`src/rtl/alu_mdu_if.sv`:
```
// Request/response bundle for the alu_mdu execute unit.
// The master issues operations and consumes results; the slave is the execute unit.
//   in_valid/in_ready  : request handshake carrying m_op, op, a, b
//   kill               : aborts the in-flight operation
//   out_valid/out_ready: result handshake carrying rslt and zero_flag
//   busy               : unit is iterating a multiply/divide
interface alu_mdu_if #(
  parameter int unsigned XLEN = 32
);
  logic            in_valid;
  logic            in_ready;
  logic            m_op;
  logic [3:0]      op;
  logic [XLEN-1:0] a;
  logic [XLEN-1:0] b;
  logic            kill;
  logic            out_valid;
  logic            out_ready;
  logic [XLEN-1:0] rslt;
  logic            zero_flag;
  logic            busy;

  modport master (
    output in_valid, m_op, op, a, b, kill, out_ready,
    input  in_ready, out_valid, rslt, zero_flag, busy
  );

  modport slave (
    input  in_valid, m_op, op, a, b, kill, out_ready,
    output in_ready, out_valid, rslt, zero_flag, busy
  );
endinterface

```
`src/rtl/alu_mdu.sv`:
```
// Execute unit: RV base integer ALU ops in one cycle, M-extension mul/div/rem
// iterated one bit per cycle on operand magnitudes with a final sign correction.
//   clk   : clock, rising edge
//   rst_n : asynchronous active-low reset
//   bus   : alu_mdu_if slave (request, kill, result handshake, busy)
module alu_mdu #(
  parameter int unsigned XLEN = 32
) (
  input logic     clk,
  input logic     rst_n,
  alu_mdu_if.slave bus
);

  localparam int unsigned SHW = $clog2(XLEN);

  localparam logic [1:0] StIdle = 2'd0;
  localparam logic [1:0] StCalc = 2'd1;
  localparam logic [1:0] StDone = 2'd2;

  localparam logic [SHW:0]    CntLoad = (SHW + 1)'(XLEN);
  localparam logic [SHW:0]    CntOne  = (SHW + 1)'(1);
  localparam logic [XLEN-1:0] MinNeg  = {1'b1, {(XLEN - 1){1'b0}}};

  logic [1:0]      state_q, state_d;
  logic [SHW:0]    cnt_q, cnt_d;
  logic [XLEN-1:0] rslt_q, rslt_d;
  logic [XLEN-1:0] hi_q, hi_d;   // product high half / partial remainder
  logic [XLEN-1:0] lo_q, lo_d;   // multiplier -> product low half / dividend -> quotient
  logic [XLEN-1:0] opd_q, opd_d; // multiplicand or divisor magnitude
  logic [2:0]      f3_q, f3_d;
  logic            neg_q, neg_d;

  logic in_ready, accept;
  assign in_ready = ((state_q == StIdle) | ((state_q == StDone) & bus.out_ready)) & ~bus.kill;
  assign accept   = bus.in_valid & in_ready;

  // Base ALU
  logic [SHW-1:0]         shamt;
  logic signed [XLEN-1:0] sra;
  logic [XLEN-1:0]        base_rslt;
  assign shamt = bus.b[SHW-1:0];
  assign sra   = $signed(bus.a) >>> shamt;

  always_comb begin
    base_rslt = '0;
    case (bus.op[3:1])
      3'b000:  base_rslt = bus.op[0] ? bus.a - bus.b : bus.a + bus.b;
      3'b001:  base_rslt = bus.a << shamt;
      3'b010:  base_rslt = {{(XLEN - 1){1'b0}}, $signed(bus.a) < $signed(bus.b)};
      3'b011:  base_rslt = {{(XLEN - 1){1'b0}}, bus.a < bus.b};
      3'b100:  base_rslt = bus.a ^ bus.b;
      3'b101:  base_rslt = bus.op[0] ? sra : bus.a >> shamt;
      3'b110:  base_rslt = bus.a | bus.b;
      default: base_rslt = bus.a & bus.b;
    endcase
  end

  // Operand signs and magnitudes captured at accept
  logic [2:0]      f3_in;
  logic            in_div, a_sgn, b_sgn, a_neg, b_neg, div_zero, div_ovf;
  logic [XLEN-1:0] a_mag, b_mag, corner_rslt;
  assign f3_in    = bus.op[3:1];
  assign in_div   = f3_in[2];
  assign a_sgn    = in_div ? ~f3_in[0] : ((f3_in == 3'b001) | (f3_in == 3'b010));
  assign b_sgn    = in_div ? ~f3_in[0] : (f3_in == 3'b001);
  assign a_neg    = a_sgn & bus.a[XLEN-1];
  assign b_neg    = b_sgn & bus.b[XLEN-1];
  assign a_mag    = a_neg ? -bus.a : bus.a;
  assign b_mag    = b_neg ? -bus.b : bus.b;
  assign div_zero = (bus.b == '0);
  assign div_ovf  = a_sgn & (bus.a == MinNeg) & (bus.b == '1);
  // f3_in[1] distinguishes REM/REMU from DIV/DIVU
  assign corner_rslt = div_zero ? (f3_in[1] ? bus.a : '1) : (f3_in[1] ? '0 : bus.a);

  // One iteration step
  logic [XLEN:0]   mul_sum, div_sh, div_diff;
  logic [XLEN-1:0] step_hi, step_lo;
  assign mul_sum  = {1'b0, hi_q} + ({1'b0, opd_q} & {(XLEN + 1){lo_q[0]}});
  assign div_sh   = {hi_q, lo_q[XLEN-1]};
  assign div_diff = div_sh - {1'b0, opd_q};

  always_comb begin
    if (f3_q[2]) begin
      // Restoring divide: keep the trial difference only if it did not go negative
      step_hi = div_diff[XLEN] ? div_sh[XLEN-1:0] : div_diff[XLEN-1:0];
      step_lo = {lo_q[XLEN-2:0], ~div_diff[XLEN]};
    end else begin
      step_hi = mul_sum[XLEN:1];
      step_lo = {mul_sum[0], lo_q[XLEN-1:1]};
    end
  end

  // Sign correction applied on the final step's output
  logic [2*XLEN-1:0] prod, prod_s;
  logic [XLEN-1:0]   quo, rem, fin_rslt;
  assign prod   = {step_hi, step_lo};
  assign prod_s = neg_q ? -prod : prod;
  assign quo    = neg_q ? -step_lo : step_lo;
  assign rem    = neg_q ? -step_hi : step_hi;
  always_comb begin
    if (f3_q[2])              fin_rslt = f3_q[1] ? rem : quo;
    else if (f3_q[1:0] == '0) fin_rslt = prod_s[XLEN-1:0];
    else                      fin_rslt = prod_s[2*XLEN-1:XLEN];
  end

  always_comb begin
    state_d = state_q;
    cnt_d   = cnt_q;
    rslt_d  = rslt_q;
    hi_d    = hi_q;
    lo_d    = lo_q;
    opd_d   = opd_q;
    f3_d    = f3_q;
    neg_d   = neg_q;
    if (bus.kill && (state_q != StIdle)) begin
      state_d = StIdle;
    end else begin
      case (state_q)
        StCalc: begin
          hi_d  = step_hi;
          lo_d  = step_lo;
          cnt_d = cnt_q - CntOne;
          if (cnt_q == CntOne) begin
            rslt_d  = fin_rslt;
            state_d = StDone;
          end
        end
        StDone: if (bus.out_ready) state_d = StIdle;
        default: ;
      endcase
      if (accept) begin
        if (!bus.m_op) begin
          rslt_d  = base_rslt;
          state_d = StDone;
        end else if (in_div && (div_zero || div_ovf)) begin
          rslt_d  = corner_rslt;
          state_d = StDone;
        end else begin
          state_d = StCalc;
          cnt_d   = CntLoad;
          hi_d    = '0;
          f3_d    = f3_in;
          lo_d    = in_div ? a_mag : b_mag;
          opd_d   = in_div ? b_mag : a_mag;
          neg_d   = (in_div && f3_in[1]) ? a_neg : (a_neg ^ b_neg);
        end
      end
    end
  end

  always_ff @(posedge clk or negedge rst_n) begin
    if (!rst_n) begin
      state_q <= StIdle;
      cnt_q   <= '0;
      rslt_q  <= '0;
      hi_q    <= '0;
      lo_q    <= '0;
      opd_q   <= '0;
      f3_q    <= '0;
      neg_q   <= 1'b0;
    end else begin
      state_q <= state_d;
      cnt_q   <= cnt_d;
      rslt_q  <= rslt_d;
      hi_q    <= hi_d;
      lo_q    <= lo_d;
      opd_q   <= opd_d;
      f3_q    <= f3_d;
      neg_q   <= neg_d;
    end
  end

  assign bus.in_ready  = in_ready;
  assign bus.out_valid = (state_q == StDone);
  assign bus.busy      = (state_q == StCalc);
  assign bus.rslt      = rslt_q;
  assign bus.zero_flag = (rslt_q == '0);

endmodule

```
`src/flat_wrapper.sv`:
```
// flat-port wrapper written by rule: the top's interface ports become plain ports
module alu_mdu_flat 
#(
  parameter int unsigned XLEN = 32
)
  (clk, rst_n, bus_in_valid, bus_m_op, bus_op, bus_a, bus_b, bus_kill, bus_out_ready, bus_in_ready, bus_out_valid, bus_rslt, bus_zero_flag, bus_busy);
  alu_mdu_if #(.XLEN(XLEN)) bus_i ();
  input logic clk;
  input logic rst_n;
  input wire logic [$bits(bus_i.in_valid)-1:0] bus_in_valid;
  input wire logic [$bits(bus_i.m_op)-1:0] bus_m_op;
  input wire logic [$bits(bus_i.op)-1:0] bus_op;
  input wire logic [$bits(bus_i.a)-1:0] bus_a;
  input wire logic [$bits(bus_i.b)-1:0] bus_b;
  input wire logic [$bits(bus_i.kill)-1:0] bus_kill;
  input wire logic [$bits(bus_i.out_ready)-1:0] bus_out_ready;
  output wire logic [$bits(bus_i.in_ready)-1:0] bus_in_ready;
  output wire logic [$bits(bus_i.out_valid)-1:0] bus_out_valid;
  output wire logic [$bits(bus_i.rslt)-1:0] bus_rslt;
  output wire logic [$bits(bus_i.zero_flag)-1:0] bus_zero_flag;
  output wire logic [$bits(bus_i.busy)-1:0] bus_busy;
  assign bus_i.in_valid = bus_in_valid;
  assign bus_i.m_op = bus_m_op;
  assign bus_i.op = bus_op;
  assign bus_i.a = bus_a;
  assign bus_i.b = bus_b;
  assign bus_i.kill = bus_kill;
  assign bus_i.out_ready = bus_out_ready;
  assign bus_in_ready = bus_i.in_ready;
  assign bus_out_valid = bus_i.out_valid;
  assign bus_rslt = bus_i.rslt;
  assign bus_zero_flag = bus_i.zero_flag;
  assign bus_busy = bus_i.busy;
  alu_mdu #(.XLEN(XLEN)) u_core (.clk(clk), .rst_n(rst_n), .bus(bus_i));
endmodule
```
`config.mk`:
```
export PLATFORM = sky130hd
export DESIGN_NAME = alu_mdu_flat
export DESIGN_NICKNAME = d
export VERILOG_FILES = /design/src/rtl/alu_mdu_if.sv /design/src/rtl/alu_mdu.sv /design/src/flat_wrapper.sv
export SDC_FILE = /design/constraint.sdc
export NUM_CORES = 1
export LEC_CHECK = 0
export BUFFER_PORTS_ARGS = -buffer_cell sky130_fd_sc_hd__buf_2
export CORE_UTILIZATION = 40
export DETAILED_ROUTE_END_ITERATION = 8
export PLACE_DENSITY = 0.67
export SKIP_CTS_REPAIR_TIMING = 1
export SLEW_MARGIN = 20
export SYNTH_ARGS = -nofsm -noshare
export SYNTH_HDL_FRONTEND = slang
export SYNTH_SLANG_ARGS = --single-unit
```
`constraint.sdc`:
```
create_clock -name clk -period 11 [get_ports clk]
set_clock_uncertainty 0.05 [all_clocks]
set_input_delay 2.2 -clock clk [delete_from_list [all_inputs] [get_ports clk]]
set_output_delay 2.2 -clock clk [all_outputs]
set_load 0.005 [all_outputs]
```
==> results by stage <==
GRT:
- The overall global routing resource usage is 34.6%.
- The first global-routing pass estimated 166 mm of wire.
- The number of global-route vias before repair is 26100.
- The total overflow left after global routing is 0.
- The maximum number of pins on one net before global-route repair is 93.
- The initial antenna violation count was 2.

Synthesis:
- The distinct cell type count after synthesis is 90.
- Synthesis inferred 140 register bits.
- The average footprint of a synthesized cell is 7.01 um2.
- The number of synthesis warnings is 0.
- The synthesized area is 24700 um2.
- The number of nets produced by synthesis is 3764.
- The post-synthesis cell count is 3518.
- Counting flops with a built-in enable in the synthesized netlist gives 0.
- For this run, the leading register cell type out of synthesis is sky130_fd_sc_hd__dfrtp_1.
- The proportion of register bits with asynchronous set or reset after synthesis is 100%.
- The fraction of the yosys area taken by sequential cells is 14.2%.

Timing:
- Setup repair after global routing left no endpoint under its margin.
- The tightest hold path in the finished design has a slack of 0.463 ns.
- The setup-violating endpoint count in the final report is 0.
- The sum of negative setup slack is 0 ns.
- After layout, the worst setup slack is 4.39 ns.
- The relative slew slack is 26.3%.
- The count of pins over their slew limit is 0.
- Derived from the worst setup path, the maximum achievable clock frequency is 151 MHz.
- The final number of hold-violating endpoints came to 0.
- The fraction of the cycle the final worst path needs is 60.1%.
- The pin slew with the least headroom to its limit is 1.10 ns.
- The clock period minus final worst setup slack is 6.61 ns.

Floorplanning:
- The number of placement rows is 90.
- The vertical die dimension is 250 um.
- The starting density of the core is 40.6%.
- The die area is 62700 um2.
- The total area inside the core boundary comes to 60700 um2.
- The number of primary I/O pins is 110.
- The horizontal die dimension is 250 um.

Detailed routing:
- The number of detailed-route iterations in the first pass is 6.
- The first routing iteration left 3780 violations.
- After detailed routing, no signal wire sits above met5.
- In this run the remaining antenna-violating nets after routing total 0.
- The total wire length after detailed routing is 112 mm.
- The met1 layer wirelength in the final routing is 44.2 mm.
- The via-per-instance ratio is 6.70.
- Detailed routing placed a total of 11.3 mm of wire on met3.
- Dividing the detail-routed wire length by the instance count gives 26.3 um.
- After detailed routing, the met2 layer carries 48.7 mm of wire.
- The number of vias in the routed layout is 28500.
- In the routed design, unresolved DRC markers number 0.

Place:
- The instance count after placement with tap cells included is 4215.
- The post-placement worst setup slack is 4.05 ns.
- Once detailed placement completed, the half-perimeter wirelength came to 85.8 mm.
- The weighted congestion at the end of routability-driven global placement is 1.10.
- The count of buffers added on input and output ports is 109.

Cells and area:
- The post-layout utilization of the core is 43.3%.
- The number of antenna diodes is 0.
- The share of layout cells above drive strength 1 is 8.92%.
- The count of cells in the finished layout, fillers not included, comes to 4247.
- Compared with the post-synthesis result, the final layout area differs by 6.57%.
- The final net count is 3698.

Setup path:
- Data on the critical path is required at its endpoint by 11.27 ns.
- The worst path arrival time is 6.87 ns.
- The signal on the critical path passes through buf_2, buf_4, inv_1, ha_1, nand2_1, o21a_1, or4_1, a31oi_1, o21bai_1, a211o_1, a31oi_1, a21o_1, a211oi_1, a21oi_1, mux2i_1, o211ai_1.
- The launching element type of the critical path is an input port.
- The cell occurring most often along the worst timing path is sky130_fd_sc_hd__a31oi_1.
- The delay of the slowest critical-path stage is 0.62 ns.
- Of all nets on the critical path, the largest fanout is 59.
- The endpoint class of the critical path is a register.
- The cell type of the slowest stage on the worst timing path is sky130_fd_sc_hd__ha_1.
- The critical path in this run is classified as in -> reg.

Pwr:
- The static power due to leakage is 10.9 nW.
- The largest vdd supply drop is 145 uV.
- The power per cell area is 205 nW/um2.

Clock network:
- The clock drives 140 sinks.
- Counting the buffers created by CTS gives 17.
- The H-tree generated during clock tree synthesis spans 4 levels.
- The cell sitting at the root of the clock tree is a sky130_fd_sc_hd__clkbuf_16.
- The maximum clock insertion buffer count is 2.
- The clock latency on the worst-skew pair is 0.47 ns.
- TritonCTS built the clock tree.
- Clock-pin slew was measured on the worst setup and hold paths at 0.06 ns.

Hold path:
- The path class of the tightest hold or removal check is reg -> reg.

Run status:
- The flow ran to the end, and the final reports show no timing, DRC or antenna violations.

Job:
- Across the run, the number of max-cap violations was 0.
[layout make-up]
cell class	count	area [um2]
fillers	6424	34400
clock inverters	12	138
inverters	168	631
flip-flops and latches	140	3510
well taps	782	978
multi-input cells	2956	19600
clock buffers	20	457
repair buffers	169	1010
[registers in the layout, indices dropped and copies added (netlist names)]
name             count
u_core.bus.rslt     32
u_core.cnt_q         6
u_core.f3_q          3
u_core.hi_q         32
u_core.lo_q         32
u_core.neg_q         1
u_core.opd_q        32
u_core.state_q       2
[cell usage after synthesis, types with 22 or more instances]
cell type / instances / share of area, %
sky130_fd_sc_hd__xor2_1: 54 / 1.9
sky130_fd_sc_hd__nor3_1: 98 / 2.0
sky130_fd_sc_hd__a211o_1: 24 / 0.85
sky130_fd_sc_hd__nand2_1: 328 / 5.0
sky130_fd_sc_hd__buf_2: 30 / 0.61
sky130_fd_sc_hd__a22oi_1: 26 / 0.79
sky130_fd_sc_hd__xnor2_1: 144 / 5.1
sky130_fd_sc_hd__a31oi_1: 48 / 1.2
sky130_fd_sc_hd__a21o_1: 42 / 1.3
sky130_fd_sc_hd__and2_1: 49 / 1.2
sky130_fd_sc_hd__o221ai_1: 48 / 1.7
sky130_fd_sc_hd__ha_1: 168 / 8.5
sky130_fd_sc_hd__nand2b_1: 29 / 0.74
sky130_fd_sc_hd__mux2i_1: 108 / 4.4
sky130_fd_sc_hd__nand3_1: 67 / 1.4
sky130_fd_sc_hd__or3_1: 33 / 0.84
sky130_fd_sc_hd__o21bai_1: 29 / 0.88
sky130_fd_sc_hd__o21ai_0: 308 / 6.2
sky130_fd_sc_hd__o211ai_1: 69 / 2.1
sky130_fd_sc_hd__a21oi_1: 347 / 7.0
sky130_fd_sc_hd__a211oi_1: 56 / 1.7
sky130_fd_sc_hd__buf_1: 34 / 0.52
sky130_fd_sc_hd__mux4_2: 39 / 3.6
sky130_fd_sc_hd__inv_1: 165 / 2.5
sky130_fd_sc_hd__o22ai_1: 22 / 0.56
sky130_fd_sc_hd__o31ai_1: 37 / 1.1
sky130_fd_sc_hd__nor2_1: 385 / 5.9
sky130_fd_sc_hd__clkbuf_1: 188 / 2.9
sky130_fd_sc_hd__a22o_1: 24 / 0.85
sky130_fd_sc_hd__nor4_1: 34 / 0.86
sky130_fd_sc_hd__dfrtp_1: 140 / 14
sky130_fd_sc_hd__o21a_1: 24 / 0.73
sky130_fd_sc_hd__nand4_1: 39 / 0.99
[logic make-up (layout without fill, tap and decap cells)]
logic type / after synthesis / after routing / synth area share, %
compound gates: 1263 / 1263 / 32.9
xor+xnor: 198 / 198 / 7.03
fa+ha+maj: 172 / 172 / 8.85
buf+inv: 422 / 369 / 6.62
flops: 140 / 140 / 14.2
mux: 168 / 168 / 8.90
simple gates: 1155 / 1155 / 21.5
[placed cells by master (no fill, tap or decap), types with 29 or more instances in the layout]
master and count:
sky130_fd_sc_hd__a211oi_1 56, sky130_fd_sc_hd__a21o_1 42, sky130_fd_sc_hd__a21oi_1 347, sky130_fd_sc_hd__a31oi_1 48, sky130_fd_sc_hd__and2_1 49, sky130_fd_sc_hd__buf_2 106
sky130_fd_sc_hd__buf_4 62, sky130_fd_sc_hd__dfrtp_1 137, sky130_fd_sc_hd__ha_1 168, sky130_fd_sc_hd__inv_1 164, sky130_fd_sc_hd__mux2i_1 108, sky130_fd_sc_hd__mux4_2 39
sky130_fd_sc_hd__nand2_1 328, sky130_fd_sc_hd__nand2b_1 29, sky130_fd_sc_hd__nand3_1 66, sky130_fd_sc_hd__nand4_1 39, sky130_fd_sc_hd__nor2_1 382, sky130_fd_sc_hd__nor3_1 98
sky130_fd_sc_hd__nor4_1 33, sky130_fd_sc_hd__o211ai_1 69, sky130_fd_sc_hd__o21ai_0 308, sky130_fd_sc_hd__o21bai_1 29, sky130_fd_sc_hd__o221ai_1 48, sky130_fd_sc_hd__o31ai_1 37
sky130_fd_sc_hd__or3_1 33, sky130_fd_sc_hd__xnor2_1 144, sky130_fd_sc_hd__xor2_1 54
[layer usage]
layer	global-route usage (%)	vias to the layer above
met5	0	-
met4	19.9	4
met3	6.19	341
met2	53.8	1723
met1	44.8	13600
li1	-	12800
[worst max-delay path, delay by kind of cell]
kind	cells	cell delay [ns]
adders and majority gates	1	0.62
buffers and inverters	3	1.05
and+or+nand+nor	2	0.66
AOI/OAI and AO/OA	9	1.84
muxes	1	0.47
[path summary, 6_finish.rpt]
kind                            startpoint                   to  slack [ns]  cells past startpoint
max                               bus_b[4]  u_core.bus.rslt[30]        4.39                     16
min                        u_core.cnt_q[1]      u_core.cnt_q[1]        0.46                      2
max reg2reg                u_core.hi_q[19]  u_core.bus.rslt[14]        4.41                     18
min reg2reg                u_core.cnt_q[1]      u_core.cnt_q[1]        0.46                      2
max in group asynchronous            rst_n      u_core.lo_q[16]        7.72                      2
min in group asynchronous            rst_n       u_core.hi_q[7]        1.73                      1
[through the flow]
step                total power [mW]  instance area [um2]
floorplan                       3.49                24700
global placement                4.60                25700
detailed placement              4.62                25700
CTS                             5.24                26300
global route                    5.70                26300
finish                          5.38                26300
[power by group]
part	internal [mW]	leakage, nW	switching (mW)	total, mW
Clock	0.347	0.287	0.255	0.603
Sequential	0.694	1.80	0.327	1.02
Combinational	1.35	8.83	2.40	3.76
Note: power is estimated with default switching activity, not from simulation.
